[src/rtl/counter_seq_monitor.sv]
// Consumer-side monitor for a free-running modulo counter bus: locks after SYNC_LEN good steps, flags and counts slips.
// Build option COUNTER_MON_STICKY_EN: a locked-state mismatch latches a sticky fault instead of resynchronising.
module counter_seq_monitor #(
    parameter int WIDTH    = 4,
    parameter int MAX_VAL  = 15,
    parameter int SYNC_LEN = 3,
    parameter int ERR_W    = 8
) (
    input  logic             clk,
    input  logic             rst,
    input  logic             en,
    input  logic [WIDTH-1:0] y_in,
    output logic             locked,
    output logic             err,
    output logic             wrap,
    output logic             fault,
    output logic [ERR_W-1:0] err_count
);

    localparam int              MC_W    = $clog2(SYNC_LEN + 1);
    localparam logic [WIDTH-1:0] MAX_V   = WIDTH'(MAX_VAL);
    // Widened by one bit so the range check never degenerates to a constant compare.
    localparam logic [WIDTH:0]   MAX_EXT = (WIDTH + 1)'(MAX_VAL);
    localparam logic [MC_W-1:0]  SYNC_V  = MC_W'(SYNC_LEN);

    typedef enum logic [1:0] {
        S_IDLE   = 2'd0,
        S_SYNC   = 2'd1,
`ifdef COUNTER_MON_STICKY_EN
        S_LOCKED = 2'd2,
        S_FAULT  = 2'd3
`else
        S_LOCKED = 2'd2
`endif
    } state_e;

    state_e           state_q;
    logic [WIDTH-1:0] expected_q;
    logic [MC_W-1:0]  mcnt_q;
    logic             locked_q;
    logic             err_q;
    logic             wrap_q;
    logic [ERR_W-1:0] err_count_q;

    logic             in_range_s;
    logic             match_s;
    logic [WIDTH-1:0] expected_d;
    logic [MC_W-1:0]  mcnt_d;
    logic [ERR_W-1:0] err_count_d;

    // Classify the current sample and precompute the next-state candidates.
    always_comb begin
        in_range_s = ({1'b0, y_in} <= MAX_EXT);
        match_s    = in_range_s && (y_in == expected_q);
        if (y_in == MAX_V) begin
            expected_d = {WIDTH{1'b0}};
        end else begin
            expected_d = y_in + WIDTH'(1);
        end
        mcnt_d = mcnt_q + MC_W'(1);
        if (&err_count_q) begin
            err_count_d = err_count_q;
        end else begin
            err_count_d = err_count_q + ERR_W'(1);
        end
    end

`ifdef COUNTER_MON_STICKY_EN
    logic fault_q;
`endif

    // Monitor FSM with registered status outputs; err/wrap are single-cycle pulses.
    always_ff @(posedge clk or negedge rst) begin
        if (!rst) begin
            state_q     <= S_IDLE;
            expected_q  <= {WIDTH{1'b0}};
            mcnt_q      <= {MC_W{1'b0}};
            locked_q    <= 1'b0;
            err_q       <= 1'b0;
            wrap_q      <= 1'b0;
            err_count_q <= {ERR_W{1'b0}};
`ifdef COUNTER_MON_STICKY_EN
            fault_q     <= 1'b0;
`endif
        end else if (!en) begin
            err_q  <= 1'b0;
            wrap_q <= 1'b0;
        end else begin
            err_q  <= 1'b0;
            wrap_q <= 1'b0;
            case (state_q)
                S_IDLE: begin
                    if (in_range_s) begin
                        state_q    <= S_SYNC;
                        expected_q <= expected_d;
                        mcnt_q     <= {MC_W{1'b0}};
                    end
                end
                S_SYNC: begin
                    if (match_s) begin
                        expected_q <= expected_d;
                        if (mcnt_d == SYNC_V) begin
                            state_q  <= S_LOCKED;
                            locked_q <= 1'b1;
                            mcnt_q   <= {MC_W{1'b0}};
                        end else begin
                            mcnt_q <= mcnt_d;
                        end
                    end else if (in_range_s) begin
                        expected_q <= expected_d;
                        mcnt_q     <= {MC_W{1'b0}};
                    end else begin
                        // An out-of-range value gives nothing to predict from; start over.
                        state_q    <= S_IDLE;
                        expected_q <= {WIDTH{1'b0}};
                        mcnt_q     <= {MC_W{1'b0}};
                    end
                end
                S_LOCKED: begin
                    if (match_s) begin
                        expected_q <= expected_d;
                        wrap_q     <= (y_in == {WIDTH{1'b0}});
                    end else begin
                        err_q       <= 1'b1;
                        err_count_q <= err_count_d;
                        locked_q    <= 1'b0;
                        mcnt_q      <= {MC_W{1'b0}};
`ifdef COUNTER_MON_STICKY_EN
                        state_q     <= S_FAULT;
                        fault_q     <= 1'b1;
`else
                        if (in_range_s) begin
                            state_q    <= S_SYNC;
                            expected_q <= expected_d;
                        end else begin
                            state_q    <= S_IDLE;
                            expected_q <= {WIDTH{1'b0}};
                        end
`endif
                    end
                end
`ifdef COUNTER_MON_STICKY_EN
                S_FAULT: begin
                    state_q  <= S_FAULT;
                    locked_q <= 1'b0;
                end
`endif
                default: begin
                    state_q  <= S_IDLE;
                    locked_q <= 1'b0;
                    mcnt_q   <= {MC_W{1'b0}};
                end
            endcase
        end
    end

    assign locked    = locked_q;
    assign err       = err_q;
    assign wrap      = wrap_q;
    assign err_count = err_count_q;
`ifdef COUNTER_MON_STICKY_EN
    assign fault     = fault_q;
`else
    assign fault     = 1'b0;
`endif

endmodule

[config.mk]
export PLATFORM = sky130hd
export DESIGN_NAME = counter_seq_monitor
export DESIGN_NICKNAME = d
export VERILOG_FILES = /design/src/rtl/counter_seq_monitor.sv
export SDC_FILE = /design/constraint.sdc
export NUM_CORES = 1
export LEC_CHECK = 0
export BUFFER_PORTS_ARGS = -buffer_cell sky130_fd_sc_hd__buf_2
export CORE_UTILIZATION = 30
export CTS_CLUSTER_SIZE = 16
export DETAILED_ROUTE_END_ITERATION = 10
export GPL_TIMING_DRIVEN = 0
export PLACE_DENSITY_LB_ADDON = 0.3
export SLEW_MARGIN = 10
export SYNTH_ARGS = -nofsm -noshare
export SYNTH_HDL_FRONTEND = slang
export SYNTH_SLANG_ARGS = --single-unit
[constraint.sdc]
create_clock -name clk -period 1.9 [get_ports clk]
set_clock_uncertainty 0.2 [all_clocks]
set_input_delay 0.38 -clock clk [delete_from_list [all_inputs] [get_ports clk]]
set_output_delay 0.38 -clock clk [all_outputs]
set_load 0.02 [all_outputs]
== After elaboration in Yosys (flattened, before gate mapping) ==
Cells that the tools add are included.

* Bits in registers: 19
* Input port bits: 7
* Output and inout bits: 12
* Word-level logic and storage cells: 49

* Add/sub/neg operators: 3
* Equal/unequal tests: 8
* Muxes and demuxes: 19
* Bitwise logic cells: 3
* Reductions and logical operators: 9

{| class="wikitable"
|+ Operator list
! operator !! number
|-
| 2-to-1 mux 2 bit || 6
|-
| 2-to-1 mux 1 bit || 9
|-
| adder 8 x 1 -> 8 bit, second input constant || 1
|-
| AND reduction 4 bit || 2
|-
| AND reduction 8 bit || 1
|-
| != test 2 bit, second input constant || 3
|-
| case mux 2 bit (3 select lines) || 1
|-
| AND reduction 5 bit || 1
|-
| adder 4 x 1 -> 4 bit, second input constant || 1
|-
| == test 2 bit, second input constant || 2
|-
| == test 4 bit || 1
|-
| == test 4 bit, second input constant || 1
|-
| logical NOT 4 bit || 1
|-
| 2-to-1 mux 4 bit || 1
|-
| case mux 2 bit (2 select lines) || 1
|-
| AND reduction 2 bit || 2
|-
| NOT 1 bit || 3
|-
| case mux 1 bit (3 select lines) || 1
|-
| OR reduction 3 bit || 1
|-
| adder 2 x 1 -> 2 bit, second input constant || 1
|-
| == test 2 x 1 -> 1 bit, second input constant || 1
|-
| logical NOT 2 bit || 1
|}

== Longest topological paths before layout ==
* Depth in word-level cells: 5
* Gate-level depth with buffers: 5
* Gate-level depth less buffers: 5

== Worst setup path after synthesis ==
No wires, ideal clock.

* Path type: input-to-reg
* Start: input port y_in[1]
* End: register mcnt_q[1]
* Library setup time: 0.064 ns
* Arrival: 1.633 ns
* Required time: 1.636 ns
* Setup slack: 0.003 ns
* Stages on the path: 5
* Buffers on the path: 1
* Cells stage by stage: xor2_1 or4_1 buf_6 nor4_4 a221o_2

* Longest elaborated chain between the ends: 3
* Elaborated cells between the ends (all ways): 5
* Classes of those cells: eq/ne: 2; mux: 2; reduce/logical: 1

{| class="wikitable"
|+ Ends and longest elaborated chain
! item !! line !! source
|-
| start, declared || 12 || <nowiki>input logic [WIDTH-1:0] y_in,</nowiki>
|-
| == test 4 bit * || 54 || <nowiki>match_s = in_range_s && (y_in == expected_q);</nowiki>
|-
| 2-to-1 mux 2 bit or != test 2 bit (tied branches) || -- ||
|-
| case mux 2 bit (2 select lines) or AND reduction 2 bit (tied branches) || -- ||
|-
| end signal, assigned || 96 || <nowiki>mcnt_q <= {MC_W{1'b0}};</nowiki>
|-
| end signal, assigned || 105 || <nowiki>mcnt_q <= {MC_W{1'b0}};</nowiki>
|-
| end signal, assigned || 107 || <nowiki>mcnt_q <= mcnt_d;</nowiki>
|-
| end, declared || 39 || <nowiki>logic [MC_W-1:0] mcnt_q;</nowiki>
|}

Mark *: on every way between the ends. The rest lies on a longest branch, timed or not.
A chain may end at the register's enable or synchronous reset.

== Worst setup path in the final report ==
* Start: register expected_q[2]
* End: register mcnt_q[1]

* Longest elaborated chain between the ends: 3
* Elaborated cells between the ends (all ways): 5
* Classes of those cells: eq/ne: 2; mux: 2; reduce/logical: 1

{| class="wikitable"
|+ Ends and longest elaborated chain
! item !! line !! source
|-
| start, declared || 38 || <nowiki>logic [WIDTH-1:0] expected_q;</nowiki>
|-
| start signal, assigned || 76 || <nowiki>expected_q <= {WIDTH{1'b0}};</nowiki>
|-
| start signal, assigned || 95 || <nowiki>expected_q <= expected_d;</nowiki>
|-
| start signal, assigned || 101 || <nowiki>expected_q <= expected_d;</nowiki>
|-
| == test 4 bit * || 54 ||
|-
| 2-to-1 mux 2 bit or != test 2 bit (tied branches) || -- ||
|-
| case mux 2 bit (2 select lines) or AND reduction 2 bit (tied branches) || -- ||
|}

Marks and branches as above.

==> reports/metrics.csv <==
stage,metric,value,unit
synth,synthSimpleGateAreaFrac,20.1,%
worst_setup_path,critPathArrivalTime,1.98,ns
grt,grt_max_degree,20,
worst_setup_path,cp-start-kind,flop,
synth,seq_area_frac_synth,46.0,%
sta,finalCritPeriodShare,102,%
worst_setup_path,worstPathCellList,xor2_2 > or4_4 > buf_6 > nor3b_4 > a221o_2,
routing,routed_wl,2020,um
run_status,status,"finished, violations left",
final_layout,diodes,0,
grt,grt_pass1_wl,3650,um
flow_run,timing.max_cap.violations,0,
synth,syn_area,1030,um^2
sta,slew_viol_final,0,
routing,vias,813,
synth,synth_area_leaders,"dfrtp_1 46%, xor2_1 7.6%, ha_1 3.6%",
floorplan,core,3150,um^2
grt,gr-total-overflow,0,
final_layout,layout.nets,130,
clock_network,cts_tree,built,
synth,ys_async_sr_fraction,100,%
synth,synthCells,95,
synth,yosysWarnings,0,
placement,port_buffers,17,
worst_setup_path,cp.required,1.95,ns
grt,antenna_found_initial,0,
floorplan,dieArea,3680,um^2
sta,fin_setup_tns,-0.0630,ns
synth,synth_flop_cell,dfrtp_1,
synth,synth_cell_type_count,33,
clock_network,insertion_delay,0.30,ns
placement,gp_congestion,0.736,
final_layout,drive_gt1_share,39.5,%
power,ir_drop,0.426,mV
sta,final.setup.worst_slack,-0.0341,ns
final_layout,area.growth.synth_to_final,26.6,%
clock_network,cts_made_buffers,3,
worst_setup_path,cp_slowest_stage_delay,0.55,ns
synth,synth_compound_area_share,14.2,%
clock_network,clock_sinks,19,
floorplan,ios,19,
routing,viasPerCell,4.99,
routing,drt-pass1-iter-count,4,
sta,max_clock_freq,517,MHz
final_layout,regArea,477,um^2
clock_network,cts_max_path_buffers,2,
sta,fin_crit,1.93,ns
final_layout,fillers,326,
synth,synth_edf_count,0,
synth,yosysTopAreaCell,dfrtp_1,
synth,netlist.area_leader.share,46.0,%
synth,synth_fa_ha_area_share,3.63,%
sta,worst_slew_pin_slew,0.510,ns
final_layout,final_cell_mix,"18 x buf_2, 18 x dfrtp_1, 6 x nor2_1",
sta,slew_headroom,65.9,%
synth,synth_area_per_cell,10.9,um^2
placement,pre_cts_ws,-0.212,ns
power,p_leak,0.620,nW
worst_setup_path,cp-end-kind,flop,
sta,hold_violations,0,
synth,synthXorXnorAreaFrac,8.47,%
power,p_per_area,600,nW/um^2
worst_setup_path,crit_family,simple AND/OR/NAND/NOR gates,
grt,grt_usage,13.1,%
clock_network,root_buffer,clkbuf_4,
routing,ant_nets,0,
clock_network,clkTransAtPathRegs,0.11,ns
sta,finalSetupViolCount,3,
synth,synth_mux_area_share,3.27,%
synth,ys_ff_latch,19,
worst_setup_path,critPathBufInv,1,
power,p_total,0.785,mW
worst_setup_path,critPathMaxFanout,5,
sta,holdWs,0.185,ns
placement,hpwl,1390,um
worst_hold_path,hp-class,in -> reg,
grt,grt_pass1_vias,836,
synth,synth.net_count,105,
floorplan,die_y,60.7,um
routing,wl_per_cell,12.4,um
floorplan,rows,20,
floorplan,die_w,60.7,um
run_status,violations,setup timing,
clock_network,htreeDepth,1,
final_layout,multi_input_area,601,um^2
synth,synth_top_family_by_area,simple AND/OR/NAND/NOR gates,
final_layout,postLayoutCoreUtil,41.5,%
routing,drtIter0Drc,12,
floorplan,initial_core_util,32.8,%
worst_setup_path,cp_slowest_cell,or4_4,
routing,drc_errors,0,
sta,grt_setup_unrepaired,yes,
worst_setup_path,crit_type,reg -> reg,
-- routing by layer --
| metal | global-route usage, % | vias up | part of all wire (%) |
|---|---|---|---|
| met5 | 0 | - | 0 |
| met4 | 1.95 | 0 | 0.55 |
| met3 | 3.84 | 2 | 4.7 |
| met2 | 21.8 | 21 | 47 |
| met1 | 17.4 | 402 | 48 |
| li1 | - | 388 | - |
-- logic make-up after synthesis --
| family | count (synthesis) |
|---|---|
| fa+ha+maj | 3 |
| flops | 19 |
| mux | 3 |
| xor+xnor | 10 |
| other cells | 1 |
| compound gates | 19 |
| buf+inv | 7 |
| simple gates | 33 |
-- synth_stat cells (3+ instances only) --
master    n
dfrtp_1  19
xor2_1    9
nor2_1    7
a31oi_1   5
nand2_1   5
a21oi_1   4
inv_1     4
nor4_1    4
ha_1      3
mux2_2    3
nor3_1    3
o21ai_0   3
-- final timing paths --
path,start,to,slack (ns),cells after the start
worst max register to register,expected_q[2],mcnt_q[1],-0.03,5
worst min register to register,err_count[6],err_count[6],0.31,1
worst min-delay path,en,wrap,0.19,3
worst max-delay path,expected_q[2],mcnt_q[1],-0.03,5
max in group asynchronous,rst,state_q[0],0.84,2
min in group asynchronous,rst,expected_q[3],0.34,2
-- final cells by class --
cell class	instances	share of cell area, %
Multi-Input combinational cell	69	45.9
Sequential cell	19	36.4
Timing Repair Buffer	20	8.22
Tap cell	44	4.21
Buffer	3	2.01
Clock buffer	3	1.72
Inverter	4	1.15
Clock inverter	1	0.382
-- power breakdown --
part           total [mW]  internal, mW  switching, mW  leakage, nW
sequential          0.449         0.426         0.0229        0.244
clock               0.210        0.0784          0.131       0.0177
combinational       0.127        0.0566         0.0699        0.359
total               0.785         0.561          0.224        0.620
-- stage by stage --
stage,instances,area [um^2]
after floorplan,95,1030
after global placement,156,1170
after detailed placement,156,1170
after CTS,163,1250
after global routing,163,1310
final,163,1310
-- worst reg2reg max path, cell delays in order (launching register included) --
cell and delay (ns):
dfrtp_1 0.43, xor2_2 0.18, or4_4 0.55, buf_6 0.16
nor3b_4 0.18, a221o_2 0.17
-- flip-flops by register name, indices dropped and copies added, names as in the netlist --
| register | count |
|---|---|
| err_count | 8 |
| expected_q | 4 |
| mcnt_q | 2 |
| state_q | 2 |
| err | 1 |
| locked | 1 |
| wrap | 1 |
-- repair_timing --
action / in CTS / in global routing
cloned: 1 / 0
setup endpoints to repair: 5 / 10
hold buffers: 1 / 0
setup buffers: 1 / 0
pin swaps: 6 / 1
endpoints found under the hold margin: 19 / 0
resized for setup: 4 / 12
(Power assumes the default switching activity.)
